## config.mk

```make
export PLATFORM = sky130hd
export DESIGN_NAME = hv_stat_frm_tx_flat
export DESIGN_NICKNAME = d
export VERILOG_FILES = /design/src/rtl/com_pkg.sv /design/src/rtl/hv_stat_frm_tx_if.sv /design/src/rtl/hv_stat_refresh_tmr.sv /design/src/rtl/hv_stat_frm_tx.sv /design/src/flat_wrapper.sv
export SDC_FILE = /design/constraint.sdc
export NUM_CORES = 1
export LEC_CHECK = 0
export CORE_ASPECT_RATIO = 0.9
export CORE_MARGIN = 8
export CORE_UTILIZATION = 39
export DETAILED_ROUTE_END_ITERATION = 10
export DONT_BUFFER_PORTS = 1
export SLEW_MARGIN = 20
export SYNTH_ARGS = -nofsm -noshare
export SYNTH_HDL_FRONTEND = slang
export SYNTH_SLANG_ARGS = --single-unit
```

## constraint.sdc

```tcl
create_clock -name clk -period 6.5 [get_ports clk]
set_input_delay 0 -clock clk [delete_from_list [all_inputs] [get_ports clk]]
set_output_delay 0 -clock clk [all_outputs]
set_load 0.03 [all_outputs]
```

## src/rtl/com_pkg.sv

```systemverilog
// Shared definitions for the HV/LV inter-die status link.
// Holds the status frame layout, the transmitter FSM encoding and the
// CRC-4 routine that both the HV transmitter and the LV receiver use,
// so the two sides cannot drift apart on polynomial or bit order.
package com_pkg;

   // CRC-4 with polynomial x^4 + x + 1 (the x^4 term is implicit).
   localparam logic [3:0] CRC4_POLY = 4'h3;
   localparam logic [3:0] CRC4_INIT = 4'hF;

   // Serial payload length in bits.
   localparam int FRM_BITS = 16;

   // Transmitter sequencing: idle line, start bit, payload, stop bit, gap.
   typedef enum logic [2:0] {
      ST_IDLE,
      ST_START,
      ST_DATA,
      ST_STOP,
      ST_GAP
   } hv_tx_state_e;

   // Payload layout, MSB first on the wire.
   typedef struct packed {
      logic [3:0] hv_state;
      logic [5:0] flt;
      logic [1:0] seq;
      logic [3:0] crc;
   } str_hv_frm;

   // CRC-4 over the 12 header bits, MSB first, no reflection, no final XOR.
   function automatic logic [3:0] crc4(input logic [11:0] data);
      logic [3:0] crc;
      logic       fb;
      crc = CRC4_INIT;
      for (int i = 11; i >= 0; i--) begin
         fb  = crc[3] ^ data[i];
         crc = {crc[2:0], 1'b0};
         if (fb) begin
            crc = crc ^ CRC4_POLY;
         end
      end
      return crc;
   endfunction

endpackage

```

## src/rtl/hv_stat_frm_tx_if.sv

```systemverilog
// Bus bundle between the HV status frame transmitter and its surroundings.
// The slave side is the transmitter; the master side is whoever supplies
// the HV state/fault snapshot and watches the serial line.
interface hv_stat_frm_tx_if;
   import com_pkg::*;

   logic       tx_en_i;
   logic [3:0] hv_state_i;
   logic [5:0] hv_flt_i;
   logic [1:0] wdgrefresh_cfg_i;
   logic       tx_o;
   logic       busy_o;
   logic       frm_done_o;
   logic [1:0] seq_o;

   modport master (
      output tx_en_i,
      output hv_state_i,
      output hv_flt_i,
      output wdgrefresh_cfg_i,
      input  tx_o,
      input  busy_o,
      input  frm_done_o,
      input  seq_o
   );

   modport slave (
      input  tx_en_i,
      input  hv_state_i,
      input  hv_flt_i,
      input  wdgrefresh_cfg_i,
      output tx_o,
      output busy_o,
      output frm_done_o,
      output seq_o
   );

endinterface

```

## src/rtl/hv_stat_refresh_tmr.sv

```systemverilog
// Refresh timer for the HV status transmitter.
// Counts clocks while transmission is enabled, decodes the selected refresh
// period (base << cfg), raises the frame trigger and remembers a trigger that
// arrives while the transmitter is still busy so it is not lost.
module hv_stat_refresh_tmr
#(
   parameter int REFRESH_BASE = 256
) (
   input  logic       clk,
   input  logic       rst,
   input  logic       tx_en_i,
   input  logic [1:0] cfg_i,
   input  logic       evt_i,
   input  logic       accept_i,
   output logic       trig_o,
   output logic       pend_o
);
   import com_pkg::*;

   // Wide enough for the longest period (8x base) plus headroom.
   localparam int CNT_W = $clog2(REFRESH_BASE) + 4;

   logic [CNT_W-1:0] cnt_q;
   logic [CNT_W-1:0] cnt_d;
   logic [CNT_W-1:0] cntInc;
   logic [CNT_W-1:0] period;
   logic             pend_q;
   logic             pend_d;
   logic             refreshHit;
   logic             evtHit;

   // Period decode and trigger generation. Comparing with >= (not ==) means a
   // switch to a shorter period that the counter has already passed fires on
   // the very next cycle instead of waiting for a counter wrap.
   always_comb begin
      period     = CNT_W'(REFRESH_BASE) << cfg_i;
      cntInc     = cnt_q + CNT_W'(1);
      refreshHit = tx_en_i && (cntInc >= period);
      evtHit     = tx_en_i && evt_i;
      trig_o     = refreshHit || evtHit;
   end

   // Next counter value: held at zero while disabled, restarted on a trigger.
   always_comb begin
      cnt_d = cntInc;
      if (!tx_en_i || trig_o) begin
         cnt_d = '0;
      end
   end

   // Pending flag: any number of triggers seen while busy collapse into one
   // request, dropped once the frame is accepted or transmission is disabled.
   always_comb begin
      pend_d = tx_en_i && !accept_i && (pend_q || trig_o);
   end

   // Counter and pending state registers.
   always_ff @(posedge clk or posedge rst) begin
      if (rst) begin
         cnt_q  <= '0;
         pend_q <= 1'b0;
      end else begin
         cnt_q  <= cnt_d;
         pend_q <= pend_d;
      end
   end

   assign pend_o = pend_q;

endmodule

```

## src/rtl/hv_stat_frm_tx.sv

```systemverilog
// HV-side status frame transmitter for the isolated inter-die link.
// Periodically snapshots HV driver state and the six fault flags, appends a
// 2-bit sequence number and a CRC-4, and sends an 18-bit NRZ frame
// (start 0, 16 payload bits MSB first, stop 1) followed by a 2-bit idle gap.
// Optional build macro HV_TX_EVT_TRIG_EN: any change of the state/fault inputs
// against the last transmitted snapshot also triggers a frame.
module hv_stat_frm_tx
#(
   parameter int BIT_CYC      = 4,
   parameter int REFRESH_BASE = 256
) (
   input logic             clk,
   input logic             rst,
   hv_stat_frm_tx_if.slave bus
);
   import com_pkg::*;

   localparam int                CYC_W    = $clog2(2 * BIT_CYC) + 1;
   localparam logic [CYC_W-1:0]  BIT_LAST = CYC_W'(BIT_CYC - 1);
   localparam logic [CYC_W-1:0]  GAP_LAST = CYC_W'(2 * BIT_CYC - 1);
   localparam logic [3:0]        LAST_BIT = 4'(FRM_BITS - 1);

   hv_tx_state_e        state_q;
   hv_tx_state_e        state_d;
   logic [CYC_W-1:0]    cycCnt_q;
   logic [CYC_W-1:0]    cycCnt_d;
   logic [3:0]          bitIdx_q;
   logic [3:0]          bitIdx_d;
   logic [FRM_BITS-1:0] shift_q;
   logic [FRM_BITS-1:0] shift_d;
   logic [1:0]          seqCnt_q;
   logic [1:0]          seqCnt_d;
   logic [1:0]          frmSeq_q;
   logic [1:0]          frmSeq_d;
   logic [1:0]          seqOut_q;
   logic [1:0]          seqOut_d;

   logic                trig;
   logic                pend;
   logic                evt;
   logic                frameSlot;
   logic                load;
   logic [3:0]          loadCrc;
   str_hv_frm           loadFrm;
   logic                txLine;

   hv_stat_refresh_tmr #(
      .REFRESH_BASE (REFRESH_BASE)
   ) u_refresh_tmr (
      .clk      (clk),
      .rst      (rst),
      .tx_en_i  (bus.tx_en_i),
      .cfg_i    (bus.wdgrefresh_cfg_i),
      .evt_i    (evt),
      .accept_i (load),
      .trig_o   (trig),
      .pend_o   (pend)
   );

`ifdef HV_TX_EVT_TRIG_EN
   logic [9:0] snap_q;

   // Remember what the LV side was last sent so a change can fire a frame early.
   always_ff @(posedge clk or posedge rst) begin
      if (rst) begin
         snap_q <= '0;
      end else if (load) begin
         snap_q <= {bus.hv_state_i, bus.hv_flt_i};
      end
   end

   assign evt = (snap_q != {bus.hv_state_i, bus.hv_flt_i});
`else
   assign evt = 1'b0;
`endif

   // A new frame may start from IDLE or straight out of the final gap cycle,
   // so a pending request follows the previous gap with no extra idle cycle.
   always_comb begin
      frameSlot = (state_q == ST_IDLE) ||
                  ((state_q == ST_GAP) && (cycCnt_q == GAP_LAST));
      load      = frameSlot && bus.tx_en_i && (trig || pend);
   end

   // Assemble the frame from the live inputs; it is only captured on load,
   // so later input changes cannot disturb a frame already on the wire.
   always_comb begin
      loadCrc          = crc4({bus.hv_state_i, bus.hv_flt_i, seqCnt_q});
      loadFrm.hv_state = bus.hv_state_i;
      loadFrm.flt      = bus.hv_flt_i;
      loadFrm.seq      = seqCnt_q;
      loadFrm.crc      = loadCrc;
   end

   // Next-state logic: walks START -> DATA -> STOP -> GAP, one bit every
   // BIT_CYC clocks, and captures a new frame whenever load fires.
   always_comb begin
      state_d  = state_q;
      cycCnt_d = cycCnt_q;
      bitIdx_d = bitIdx_q;
      shift_d  = shift_q;
      seqCnt_d = seqCnt_q;
      frmSeq_d = frmSeq_q;
      seqOut_d = seqOut_q;

      case (state_q)
         ST_IDLE: begin
            if (load) begin
               state_d  = ST_START;
               cycCnt_d = '0;
            end
         end

         ST_START: begin
            if (cycCnt_q == BIT_LAST) begin
               state_d  = ST_DATA;
               cycCnt_d = '0;
               bitIdx_d = '0;
            end else begin
               cycCnt_d = cycCnt_q + CYC_W'(1);
            end
         end

         ST_DATA: begin
            if (cycCnt_q == BIT_LAST) begin
               cycCnt_d = '0;
               if (bitIdx_q == LAST_BIT) begin
                  state_d = ST_STOP;
               end else begin
                  bitIdx_d = bitIdx_q + 4'd1;
                  shift_d  = {shift_q[FRM_BITS-2:0], 1'b0};
               end
            end else begin
               cycCnt_d = cycCnt_q + CYC_W'(1);
            end
         end

         ST_STOP: begin
            if (cycCnt_q == BIT_LAST) begin
               state_d  = ST_GAP;
               cycCnt_d = '0;
               seqOut_d = frmSeq_q;
            end else begin
               cycCnt_d = cycCnt_q + CYC_W'(1);
            end
         end

         ST_GAP: begin
            if (cycCnt_q == GAP_LAST) begin
               cycCnt_d = '0;
               state_d  = load ? ST_START : ST_IDLE;
            end else begin
               cycCnt_d = cycCnt_q + CYC_W'(1);
            end
         end

         default: begin
            state_d  = ST_IDLE;
            cycCnt_d = '0;
         end
      endcase

      if (load) begin
         shift_d  = loadFrm;
         frmSeq_d = seqCnt_q;
         seqCnt_d = seqCnt_q + 2'd1;
      end
   end

   // State and datapath registers; reset drops the line back to idle at once.
   always_ff @(posedge clk or posedge rst) begin
      if (rst) begin
         state_q  <= ST_IDLE;
         cycCnt_q <= '0;
         bitIdx_q <= '0;
         shift_q  <= '0;
         seqCnt_q <= '0;
         frmSeq_q <= '0;
         seqOut_q <= '0;
      end else begin
         state_q  <= state_d;
         cycCnt_q <= cycCnt_d;
         bitIdx_q <= bitIdx_d;
         shift_q  <= shift_d;
         seqCnt_q <= seqCnt_d;
         frmSeq_q <= frmSeq_d;
         seqOut_q <= seqOut_d;
      end
   end

   // Serial line driver: low for the start bit, payload MSB during data,
   // high everywhere else (stop, gap, idle).
   always_comb begin
      case (state_q)
         ST_START: txLine = 1'b0;
         ST_DATA:  txLine = shift_q[FRM_BITS-1];
         default:  txLine = 1'b1;
      endcase
   end

   assign bus.tx_o       = txLine;
   assign bus.busy_o     = (state_q != ST_IDLE);
   assign bus.frm_done_o = (state_q == ST_STOP) && (cycCnt_q == BIT_LAST);
   assign bus.seq_o      = seqOut_q;

endmodule

```

## src/flat_wrapper.sv

```systemverilog
// flat-port wrapper written by rule: the top's interface ports become plain ports
module hv_stat_frm_tx_flat import com_pkg::*;
#(
   parameter int BIT_CYC      = 4,
   parameter int REFRESH_BASE = 256
)
  (clk, rst, bus_tx_en_i, bus_hv_state_i, bus_hv_flt_i, bus_wdgrefresh_cfg_i, bus_tx_o, bus_busy_o, bus_frm_done_o, bus_seq_o);
  hv_stat_frm_tx_if bus_i ();
  input logic clk;
  input logic rst;
  input wire logic [$bits(bus_i.tx_en_i)-1:0] bus_tx_en_i;
  input wire logic [$bits(bus_i.hv_state_i)-1:0] bus_hv_state_i;
  input wire logic [$bits(bus_i.hv_flt_i)-1:0] bus_hv_flt_i;
  input wire logic [$bits(bus_i.wdgrefresh_cfg_i)-1:0] bus_wdgrefresh_cfg_i;
  output wire logic [$bits(bus_i.tx_o)-1:0] bus_tx_o;
  output wire logic [$bits(bus_i.busy_o)-1:0] bus_busy_o;
  output wire logic [$bits(bus_i.frm_done_o)-1:0] bus_frm_done_o;
  output wire logic [$bits(bus_i.seq_o)-1:0] bus_seq_o;
  assign bus_i.tx_en_i = bus_tx_en_i;
  assign bus_i.hv_state_i = bus_hv_state_i;
  assign bus_i.hv_flt_i = bus_hv_flt_i;
  assign bus_i.wdgrefresh_cfg_i = bus_wdgrefresh_cfg_i;
  assign bus_tx_o = bus_i.tx_o;
  assign bus_busy_o = bus_i.busy_o;
  assign bus_frm_done_o = bus_i.frm_done_o;
  assign bus_seq_o = bus_i.seq_o;
  hv_stat_frm_tx #(.BIT_CYC(BIT_CYC), .REFRESH_BASE(REFRESH_BASE)) u_core (.clk(clk), .rst(rst), .bus(bus_i));
endmodule
```

**Yosys cells after proc, flatten, opt, wreduce, memory -nomap -nowiden**

Index checks and enable logic that the tools add are counted.

- Register bits after elaboration: 46
- Output and inout bits: 5

- Add/sub/neg operators: 4
- $lt $le $gt $ge: 1
- Eq/ne operators: 15
- Shifts and indexed selects: 1
- Mux-type cells: 34
- Bitwise logic cells: 22
- Reduce and logical (&&, ||, !) cells: 22

Operators by type and width:

| cell | number |
|---|---|
| 16-bit 2-to-1 mux | 4 |
| 2-bit 2-to-1 mux | 12 |
| 4-bit 2-to-1 mux | 6 |
| 2-bit inverter | 11 |
| 3-bit 2-to-1 mux | 6 |
| 3-bit one-hot mux with 5 select lines | 1 |
| 12-bit by 1-bit adder with 12-bit output, second input constant | 1 |
| 12-bit greater-or-equal comparator | 1 |
| 12-bit 2-to-1 mux | 1 |
| 2-bit by 1-bit inequality test with 1-bit output, second input constant | 6 |
| 4-bit one-hot mux with 3 select lines | 1 |
| 9-bit by 2-bit << shifter with 12-bit output, first input constant | 1 |
| 1-bit bitwise XOR | 9 |
| 4-bit by 1-bit adder with 4-bit output, second input constant | 2 |
| 4-bit one-hot mux with 2 select lines | 1 |
| 1-bit logical AND | 7 |
| 3-bit by 2-bit equality test with 1-bit output, second input constant | 2 |
| 6-bit AND reduction | 1 |
| 2-bit nonzero test | 3 |
| 4-bit by 2-bit equality test with 1-bit output, second input constant | 1 |
| 4-bit by 3-bit equality test with 1-bit output, second input constant | 1 |
| 4-bit equality test, second input constant | 1 |
| 2-bit inequality test, second input constant | 2 |
| 4-bit AND reduction | 1 |
| 13 further kinds | 17 |

**Longest topological paths before layout**

Gate-level depths: netlist of the first run.

- Depth in word-level cells: 24
- Mapped depth: 10
- Mapped depth without buffers: 9

**Cells and area by module**

A second synthesis of the first run with hierarchy kept.

- Cell total of the unflattened synthesis: 249
- Area total of the unflattened synthesis: 2,618.8 um2

Modules (own cells, without submodules):

| module | times used | cells an instance | area an instance (um2) | seq. area each (um2) |
|---|---|---|---|---|
| hv_stat_frm_tx | 1 | 180 | 1,904.3 | 825.8 |
| hv_stat_refresh_tmr | 1 | 69 | 714.4 | 325.3 |

**Worst setup path after synthesis of the first run**

Ideal clock, no wire load.

- Path kind: register to register
- Start point: reg u_core.u_refresh_tmr.cnt_q[0]
- End point: reg u_core.state_q[0]
- Setup time: 0.121 ns
- Arrival time: 2.548 ns
- Setup slack: 3.831 ns
- Stages on the path, launching flop included: 11
- Clock period less this slack: 2.669 ns
- Path through: dfrtp_1 -> ha_1 -> nand2_1 -> nor3_1 -> xor2_1 -> ha_1 -> or3_1 -> a2111o_1 -> and3_4 -> buf_6 -> o22a_1

- Cells in the longest elaborated chain, start to end: 8
- Elaborated cells on any way between the ends: 10
- Those cells by class: add/sub: 1; order compare: 1; eq/ne: 1; mux: 3; reduce/logical: 4

RTL lines:

| what | line | source |
|---|---|---|
| start: declaration | hv_stat_refresh_tmr.sv:23 | `logic [CNT_W-1:0] cnt_q;` |
| start signal: assignment | hv_stat_refresh_tmr.sv:63 | `cnt_q <= cnt_d;` |
| 12-bit by 1-bit adder with 12-bit output * | hv_stat_refresh_tmr.sv:37 | `cntInc = cnt_q + CNT_W'(1);` |
| 12-bit greater-or-equal comparator * | hv_stat_refresh_tmr.sv:38 | `refreshHit = tx_en_i && (cntInc >= period);` |
| 1-bit logical AND * | hv_stat_refresh_tmr.sv:38 |  |
| 1-bit logical OR * | hv_stat_frm_tx.sv:82 | `load = frameSlot && bus.tx_en_i && (trig \|\| pend);` |
| 1-bit logical AND * | hv_stat_frm_tx.sv:82 |  |
| 1-bit 2-to-1 mux | hv_stat_frm_tx.sv:151 | `state_d = load ? ST_START : ST_IDLE;` |
| 3-bit 2-to-1 mux | hv_stat_frm_tx.sv:149 | `if (cycCnt_q == GAP_LAST) begin` |
| 3-bit one-hot mux with 5 select lines | hv_stat_frm_tx.sv:106 | `case (state_q)` |
| end signal: assignment | hv_stat_frm_tx.sv:181 | `state_q <= state_d;` |
| end: declaration | hv_stat_frm_tx.sv:23 | `hv_tx_state_e state_q;` |

Mark *: on every way between the ends. The rest lies on a longest branch, timed or not. The select of a mux whose other input is x is not followed.
A chain may end at the register's enable or synchronous reset.

**Worst setup path in the final report of the first run**

- Start point: reg u_core.u_refresh_tmr.cnt_q[0]
- End point: reg u_core.cycCnt_q[0]

- Cells in the longest elaborated chain, start to end: 6

RTL lines:

| what | line | source |
|---|---|---|
| 12-bit by 1-bit adder with 12-bit output | hv_stat_refresh_tmr.sv:37 |  |
| 12-bit greater-or-equal comparator | hv_stat_refresh_tmr.sv:38 |  |
| 1-bit logical AND | hv_stat_refresh_tmr.sv:38 |  |
| 1-bit logical OR | hv_stat_frm_tx.sv:82 |  |
| 1-bit logical AND | hv_stat_frm_tx.sv:82 |  |
| 2-bit by 1-bit inequality test with 1-bit output (no line) | n/a |  |
| end signal: assignment | hv_stat_frm_tx.sv:182 | `cycCnt_q <= cycCnt_d;` |
| end: declaration | hv_stat_frm_tx.sv:25 | `logic [CYC_W-1:0] cycCnt_q;` |

Every way passes these cells.

==> results of run 1 <==
cell type report:
type	instances	area, sq um
Fill cell	635	3640
Sequential cell	46	1150
Timing Repair Buffer	13	125
Multi-Input combinational cell	178	1340
Tap cell	90	113
Inverter	10	38.8
Clock buffer	7	76.3
worst register-to-register path, cell delays in order, from the launching register on:
cell and delay (ps):
dfrtp_1 400, ha_1 240, nand2_1 80, nor3_1 180, xor2_1 220, ha_1 250
or3_1 390, a2111o_1 610, a21oi_1 360, mux2_2 210
Yosys cell counts, types with 6 or more instances:
cell      instances  area, sq um
nand2_1          10         37.5
clkbuf_1          7         26.3
mux2i_1          16          160
ha_1              7         87.6
xnor2_1          18          158
nor2b_1           7         43.8
o21ai_0          14         70.1
and3_1            6         37.5
o21ai_1           6         30.0
nand3_1          11         55.1
dfrtp_1          46         1150
inv_1            10         37.5
nand4_1          14         87.6
nor2_1           12         45.0
xor2_1            8         70.1
path summary, 6_finish.rpt:
kind | to | slack [ps] | cells past startpoint
max reg2reg | u_core.cycCnt_q[0] | 3490 | 9
min reg2reg | u_core.u_refresh_tmr.cnt_q[0] | 500 | 1
min | u_core.u_refresh_tmr.cnt_q[1] | 140 | 4
min in group asynchronous | u_core.bitIdx_q[2] | 280 | 2
max | u_core.cycCnt_q[0] | 3490 | 9
max in group asynchronous | u_core.cycCnt_q[1] | 5730 | 2
timing repair:
item,CTS,global route
hold buffers,11,0
endpoints found under the hold margin,56,0
setup endpoints to repair,0,0
cell usage in the layout, fill, tap and decap left out, drive strengths merged, types with 8 or more instances in the layout:
cell         count
dfrtp           46
nand2           10
xor2             8
mux2i           16
nand4           14
o21ai           20
nor2            12
nand3           12
xnor2           18
inv              9
dlygate4sd3     11
per-layer routing:
metal / global-route usage / routed length (microns) / up-vias
met2: 0.179 / 2360 / 21
met4: 0.0409 / 66 / 0
li1: - / - / 899
met3: 0.0334 / 249 / 5
met5: 0 / 0 / -
met1: 0.155 / 2500 / 906
power breakdown:
group          switching [mW]  internal [mW]  leakage (nW)
combinational           0.218          0.191         0.671
clock                  0.0929         0.0743        0.0383
sequential             0.0957          0.380         0.593
total                   0.406          0.645          1.30
cells by family (layout without fill, tap and decap cells):
kind of cell               Yosys count  after routing
DFF                                 46             46
and+or+nand+nor                     78             78
adders and majority gates            7              7
buffers and inverters               21             30
AOI/OAI and AO/OA                   45             45
xor gates and xnor gates            29             29
muxes                               19             19
stage by stage:
stage          setup WS [ps]  power (mW)  hold WS [ps]
3_3_place_gp            3580       0.879           147
6_report                3490        1.05           144
4_1_cts                 3470        1.06           130
5_1_grt                 3300        1.13           159
2_1_floorplan           3830       0.802           141
3_5_place_dp            3510       0.885           159
state kept, by name, summed over array words and instances, names as in the netlist:
register and count:
u_core.cycCnt_q 4, u_core.u_refresh_tmr.cnt_q 12, u_core.u_refresh_tmr.pend_o 1, u_core.shift_q 16, u_core.bitIdx_q 4, u_core.bus.seq_o 2, u_core.frmSeq_q 2, u_core.seqCnt_q 2
u_core.state_q 3
==> impl_metrics.json, run 1 <==
{
  "status": "finished, final reports clean",
  "synthesis.nets": 267,
  "syn_inst": 245,
  "synth-async-reset-ratio": 1.00,
  "hold_class": "in2reg",
  "postCtsSetupBuffers": 0,
  "grt_start_max_net_pins": 47,
  "start_util": 0.397,
  "num_io_pins": 20,
  "port_buffers": 0,
  "die_area_sq_mm": 0.00945,
  "synthMuxAreaShare": 0.0754,
  "finalCoreUtilization": 0.438,
  "post_synth_fa_ha_maj_area_fraction": 0.0340,
  "cts_tree": "done",
  "synth_cell_types": 43,
  "dpl_cell_area_sq_mm": 0.00265,
  "yosysWarnings": 0,
  "vias": 1831,
  "clk_path_buf_depth": 2,
  "vdd_drop_max_mv": 0.187,
  "cp_data_required_time_ps": 6740,
  "worst_clock_skew_ps": 3.97,
  "die_x_microns": 102,
  "cts-htree-levels": 2,
  "cts.sinks": 46,
  "crit_chain": "ha_1, nand2_1, nor3_1, xor2_1, ha_1, or3_1, a2111o_1, a21oi_1, mux2_2",
  "ys.flop_type": "dfrtp_1",
  "yosys.area_share.simple": 0.170,
  "slew_headroom": 0.315,
  "synth_compound_area_frac": 0.124,
  "drt_first_iter_violations": 61,
  "fmax_mhz": 333,
  "overflow": 0,
  "gp_congestion": 0.769,
  "antenna_left": 0,
  "layoutNonFillerInstCount": 344,
  "clk_latency_ps": 290,
  "setup_viol": 0,
  "numCtsBuffers": 5,
  "drv_slew": 0,
  "crit_top_cell": "ha_1",
  "fin_crit_ps": 3010,
  "synth_edf_count": 0,
  "power_density_mw_per_mm2": 370,
  "p_leak_nw": 1.30,
  "fin_crit_sh": 0.462,
  "drc_errors": 0,
  "grtUsageTotal": 0.117,
  "dp_hpwl_microns": 3490,
  "ys_seq_area_frac": 0.447,
  "crit_slowest_cell": "a2111o_1",
  "grt_antenna_before_repair": 0,
  "min_from": "bus_tx_en_i",
  "end_kind": "flop",
  "worst-path-max-fanout": 16,
  "rows": 28,
  "path_buf_inv": 0,
  "dp_cells": 326,
  "area_growth_syn_to_layout_pct": 10.4,
  "clockRootBuffer": "clkbuf_8",
  "worstSetupStartpointType": "flop",
  "die_y_microns": 93.1,
  "rsz0062_at_grt": "false",
  "startpoint": "u_core.u_refresh_tmr.cnt_q[0]",
  "final_cell_area_sq_mm": 0.00284,
  "synth_top_family_by_area": "simple AND/OR/NAND/NOR gates",
  "synth-seq-cells": 46,
  "viasPerCell": 5.32,
  "path_class": "reg2reg",
  "worst_pin_slew_ps": 1020,
  "clkSlewWorstSetupHoldPaths_ps": 80,
  "fin_nets": 276,
  "synth.avg_cell_area_sq_um": 10.5,
  "final-hold-violation-count": 0,
  "r2r_start": "u_core.u_refresh_tmr.cnt_q[0]",
  "maxCapViolations": 0,
  "max_stage_delay_ps": 610,
  "crit_family": "compound AO/OA/AOI/OAI gates",
  "fin_setup_tns_ps": 0,
  "cts_resized": 0,
  "first_pass_iters": 4,
  "synth_xor_area_frac": 0.115,
  "diodes": 0,
  "wl_per_cell_microns": 15.0,
  "grt_pass1_wl_microns": 8870,
  "netlist_area_sq_mm": 0.00257,
  "drt_wl_total_microns": 5170,
  "drive_above_1_share": 0.0827,
  "coreArea_sq_mm": 0.00648,
  "grt_pass1_vias": 1835,
  "crit_arrival_ps": 3240
}
Note: power is estimated with default switching activity, not from simulation.
==> inputs of run 2 (changes only) <==
==> constraint.sdc (replaced) <==
create_clock -name clk -period 2.88 [get_ports clk]
set_input_delay 0 -clock clk [delete_from_list [all_inputs] [get_ports clk]]
set_output_delay 0 -clock clk [all_outputs]
set_load 0.03 [all_outputs]
==> impl_metrics.json, run 2 (synthesis gave the netlist of run 1 again) <==
{
  "clockRootBuffer": "clkbuf_8",
  "maxCapViolations": 0,
  "reg2regPathDepth": 9,
  "rrSetupSlack_ps": 170,
  "drc_errors": 0,
  "fmax_mhz": 369,
  "max_stage_delay_ps": 500,
  "cp_data_required_time_ps": 3050,
  "fill_cells": 635,
  "overflow": 0,
  "min_from": "bus_tx_en_i",
  "clk_path_buf_depth": 2,
  "numCtsBuffers": 5,
  "cts-htree-levels": 2,
  "clkSlewWorstSetupHoldPaths_ps": 80,
  "worst_clock_skew_ps": 5.11,
  "grtUsageTotal": 0.118,
  "grt_pass1_wl_microns": 8840,
  "largest_register": "u_core.shift_q",
  "drive_above_1_share": 0.115,
  "crit_chain": "nand3_1, nor3_2, xor2_1, ha_1, or3_1, a2111o_1, buf_4, nand4_1, o221ai_2",
  "crit_arrival_ps": 2880,
  "fin_crit_sh": 0.941,
  "viasPerCell": 5.18,
  "status": "finished, final reports clean",
  "clk_latency_ps": 290,
  "fin_crit_ps": 2710,
  "worstSetupStartpointType": "flop",
  "cts_tree": "done",
  "grt_pass1_vias": 1865,
  "die_x_microns": 102,
  "rsz0062_at_grt": "false",
  "setup_viol": 0,
  "mostFrequentLayoutCells": "dfrtp_1 (46), xnor2_1 (18), mux2i_1 (16)",
  "area_growth_syn_to_layout_pct": 13.5,
  "hold_class": "in2reg",
  "first_pass_iters": 4,
  "start_util": 0.397,
  "largest_reg_flops": 16,
  "worst_pin_slew_ps": 790,
  "drt_wl_total_microns": 5230,
  "end_kind": "flop",
  "fin_setup_tns_ps": 0,
  "drv_slew": 0,
  "dpl_cell_area_sq_mm": 0.00269,
  "min_to": "u_core.u_refresh_tmr.cnt_q[1]",
  "slew_headroom": 0.473,
  "wl_per_cell_microns": 14.9,
  "final_cell_area_sq_mm": 0.00292,
  "gp_congestion": 0.786,
  "port_buffers": 0,
  "p_leak_nw": 1.34,
  "vdd_drop_max_mv": 0.388,
  "antenna_left": 0,
  "hold_depth": 4,
  "crit_slowest_cell": "a2111o_1",
  "grt_start_max_net_pins": 47,
  "dp_hpwl_microns": 3670,
  "finalCoreUtilization": 0.450,
  "path_class": "reg2reg",
  "fin_nets": 284,
  "drt_first_iter_violations": 34,
  "die_area_sq_mm": 0.00945,
  "reg2reg_to": "u_core.shift_q[4]",
  "r2r_start": "u_core.u_refresh_tmr.cnt_q[2]",
  "final-hold-violation-count": 0,
  "worst-path-max-fanout": 5,
  "cts.sinks": 46,
  "grt_antenna_before_repair": 0,
  "die_y_microns": 93.1,
  "final_common_cell": "dfrtp_1",
  "num_io_pins": 20,
  "power_density_mw_per_mm2": 827,
  "rows": 28,
  "coreArea_sq_mm": 0.00648,
  "diodes": 0,
  "top_regs": "u_core.shift_q: 16 flops, u_core.u_refresh_tmr.cnt_q: 12 flops",
  "vias": 1823
}
run 2: changes by cell type in the layout (fill, tap and decap cells not counted):
cell     previous run  this run
nand3_2             2         0
nor3_1              3         2
buf_4               2        10
nor3_2              0         1
nand3_1            10        11
a21oi_1             4         3
a21oi_4             0         1
nand3_4             0         1
run 2: repair_timing:
item	CTS	global route
endpoints found under the setup margin	0	11
gates resized for setup	0	4
setup buffers	0	2
hold buffers	11	0
endpoints found under the hold margin	56	0
run 2: worst max path at each step:
stage	slack, ps	to	start
floorplan	210	u_core.state_q[0]	u_core.u_refresh_tmr.cnt_q[0]
global placement	210	u_core.cycCnt_q[0]	u_core.u_refresh_tmr.cnt_q[1]
detailed placement	150	u_core.cycCnt_q[0]	u_core.u_refresh_tmr.cnt_q[1]
CTS	120	u_core.cycCnt_q[0]	u_core.u_refresh_tmr.cnt_q[1]
global route	2	u_core.shift_q[4]	u_core.u_refresh_tmr.cnt_q[1]
finish	170	u_core.shift_q[4]	u_core.u_refresh_tmr.cnt_q[2]
run 2: cell type report:
type / instances / area (sq um) / share of cell area
multi-input combinational: 178 / 1360 / 0.464
timing repair buffer: 21 / 185 / 0.0634
clock buffer: 7 / 76.3 / 0.0261
tap: 90 / 113 / 0.0386
inverter: 10 / 38.8 / 0.0133
sequential: 46 / 1150 / 0.394
run 2: power breakdown:
| part | switching (mW) | internal (mW) |
|---|---|---|
| sequential | 0.216 | 0.858 |
| combinational | 0.499 | 0.471 |
| clock | 0.203 | 0.167 |
| total | 0.918 | 1.50 |
run 2: critical path: cells and delay by family, from the launching register on:
family / cells / cell delay [ps]
XOR/XNOR: 1 / 200
AO/OA/AOI/OAI: 2 / 620
flip-flops: 1 / 430
buffers and inverters: 1 / 180
adder cells (fa/ha/maj): 1 / 250
AND/OR/NAND/NOR: 4 / 890
run 2: metrics by stage:
stage	std cells	hold WS (ps)	setup slack (ps)	power (mW)
after floorplan	245	141	211	1.81
after global placement	332	162	212	2.01
after detailed placement	332	163	154	2.03
after CTS	350	141	117	2.42
after global routing	352	193	2.28	2.60
final	352	148	171	2.42
run 2: metal layers:
| metal | global-route usage | vias to the layer above | wire, microns |
|---|---|---|---|
| li1 | - | 917 | - |
| met1 | 0.148 | 878 | 2530 |
| met2 | 0.188 | 20 | 2390 |
| met3 | 0.0327 | 8 | 238 |
| met4 | 0.0446 | 0 | 73 |
| met5 | 0 | - | 0 |
==> inputs of run 3 (changes only) <==
--- a/config.mk
+++ b/config.mk
@@ -10,6 +10,7 @@
 export CORE_UTILIZATION = 39
 export DETAILED_ROUTE_END_ITERATION = 10
 export DONT_BUFFER_PORTS = 1
+export RECOVER_POWER = 25
 export SLEW_MARGIN = 20
 export SYNTH_ARGS = -nofsm -noshare
 export SYNTH_HDL_FRONTEND = slang
==> impl_metrics.json, run 3 (synthesis gave the netlist of run 1 again) <==
{
  "clockRootBuffer": "clkbuf_8",
  "diodes": 0,
  "clk_latency_ps": 290,
  "rrSetupSlack_ps": 170,
  "drive_above_1_share": 0.115,
  "reg2regPathDepth": 9,
  "drv_slew": 47,
  "first_pass_iters": 4,
  "maxCapViolations": 1,
  "slew_headroom": -0.351,
  "fin_crit_ps": 2710,
  "grt_antenna_before_repair": 0,
  "crit_arrival_ps": 2880,
  "largest_register": "u_core.shift_q",
  "max_stage_delay_ps": 500,
  "coreArea_sq_mm": 0.00648,
  "crit_slowest_cell": "a2111o_1",
  "gp_congestion": 0.786,
  "fin_nets": 284,
  "path_class": "reg2reg",
  "clkSlewWorstSetupHoldPaths_ps": 80,
  "mostFrequentLayoutCells": "dfrtp_1 (46), xnor2_1 (18), mux2i_1 (16)",
  "top_regs": "u_core.shift_q: 16 flops, u_core.u_refresh_tmr.cnt_q: 12 flops",
  "grt_pass1_vias": 1865,
  "power_density_mw_per_mm2": 827,
  "drt_first_iter_violations": 34,
  "die_area_sq_mm": 0.00945,
  "grt_start_max_net_pins": 47,
  "cp_data_required_time_ps": 3050,
  "clk_path_buf_depth": 2,
  "end_kind": "flop",
  "violations": "max-capacitance violations, max-slew violations",
  "p_leak_nw": 1.34,
  "dpl_cell_area_sq_mm": 0.00269,
  "hold_class": "in2reg",
  "hold_depth": 4,
  "grt_pass1_wl_microns": 8840,
  "rows": 28,
  "fill_cells": 635,
  "drc_errors": 0,
  "worst_clock_skew_ps": 5.11,
  "wl_per_cell_microns": 14.9,
  "final_common_cell": "dfrtp_1",
  "dp_hpwl_microns": 3670,
  "die_y_microns": 93.1,
  "min_to": "u_core.u_refresh_tmr.cnt_q[1]",
  "setup_viol": 0,
  "final-hold-violation-count": 0,
  "cts_tree": "done",
  "r2r_start": "u_core.u_refresh_tmr.cnt_q[2]",
  "vdd_drop_max_mv": 0.388,
  "drt_wl_total_microns": 5230,
  "antenna_left": 0,
  "rsz0062_at_grt": "false",
  "worst-path-max-fanout": 5,
  "vias": 1823,
  "start_util": 0.397,
  "worstSetupStartpointType": "flop",
  "port_buffers": 0,
  "reg2reg_to": "u_core.shift_q[4]",
  "largest_reg_flops": 16,
  "status": "complete, but fails checks",
  "overflow": 0,
  "area_growth_syn_to_layout_pct": 13.5,
  "cts.sinks": 46,
  "die_x_microns": 102,
  "numCtsBuffers": 5,
  "num_io_pins": 20,
  "final_cell_area_sq_mm": 0.00292,
  "min_from": "bus_tx_en_i",
  "worst_pin_slew_ps": 2020,
  "grtUsageTotal": 0.118,
  "viasPerCell": 5.18,
  "crit_chain": "nand3_1, nor3_2, xor2_1, ha_1, or3_1, a2111o_1, buf_4, nand4_1, o221ai_2",
  "fin_setup_tns_ps": 0,
  "fmax_mhz": 369,
  "fin_crit_sh": 0.941,
  "cts-htree-levels": 2
}
-- run 3: cell type report --
| cell class | count | area [sq um] | area share |
|---|---|---|---|
| Multi-Input combinational cell | 178 | 1360 | 0.464 |
| Sequential cell | 46 | 1150 | 0.394 |
| Inverter | 10 | 38.8 | 0.0133 |
| Timing Repair Buffer | 21 | 185 | 0.0634 |
| Clock buffer | 7 | 76.3 | 0.0261 |
| Tap cell | 90 | 113 | 0.0386 |
-- run 3: repair_timing --
item / 4_1_cts / 5_1_grt
endpoints found under the hold margin: 56 / 0
buffers inserted: 0 / 2
resized for setup: 0 / 4
hold buffers: 11 / 0
endpoints found under the setup margin: 0 / 11
-- run 3: power breakdown --
| group | leakage (nW) | switching, mW | total (mW) | internal, mW |
|---|---|---|---|---|
| logic | 0.708 | 0.499 | 0.970 | 0.471 |
| registers | 0.593 | 0.216 | 1.07 | 0.859 |
| clock network | 0.0383 | 0.203 | 0.370 | 0.167 |
-- run 3: stage by stage --
step | utilization | instances | hold slack, ps | power [mW] | setup WS [ps]
2_1_floorplan | - | 245 | 141 | 1.81 | 211
3_3_place_gp | 0.415 | 332 | 162 | 2.01 | 212
3_5_place_dp | 0.415 | 332 | 163 | 2.03 | 154
4_1_cts | 0.444 | 350 | 141 | 2.42 | 117
5_1_grt | 0.450 | 352 | 193 | 2.60 | 2.28
6_report | 0.450 | 352 | 148 | 2.42 | 171
-- run 3: worst max-delay path, delay by kind of cell, from the launching register on --
family / cells / cell delay [ps]
DFF: 1 / 430
AOI/OAI and AO/OA: 2 / 620
and+or+nand+nor: 4 / 890
xor gates and xnor gates: 1 / 200
adders and majority gates: 1 / 250
buffers and inverters: 1 / 180
-- run 3: worst max-delay path by stage --
stage	to	slack (ps)	cells after the start	from
finish	u_core.shift_q[4]	170	9	u_core.u_refresh_tmr.cnt_q[2]
global route	u_core.shift_q[4]	2	10	u_core.u_refresh_tmr.cnt_q[1]
CTS	u_core.cycCnt_q[0]	120	9	u_core.u_refresh_tmr.cnt_q[1]
detailed placement	u_core.cycCnt_q[0]	150	9	u_core.u_refresh_tmr.cnt_q[1]
global placement	u_core.cycCnt_q[0]	210	9	u_core.u_refresh_tmr.cnt_q[1]
floorplan	u_core.state_q[0]	210	10	u_core.u_refresh_tmr.cnt_q[0]
-- run 3: per-layer routing --
metal | wire, microns | global-route usage
met1 | 2530 | 0.148
met2 | 2390 | 0.188
met3 | 238 | 0.0327
met4 | 73 | 0.0446
met5 | 0 | 0
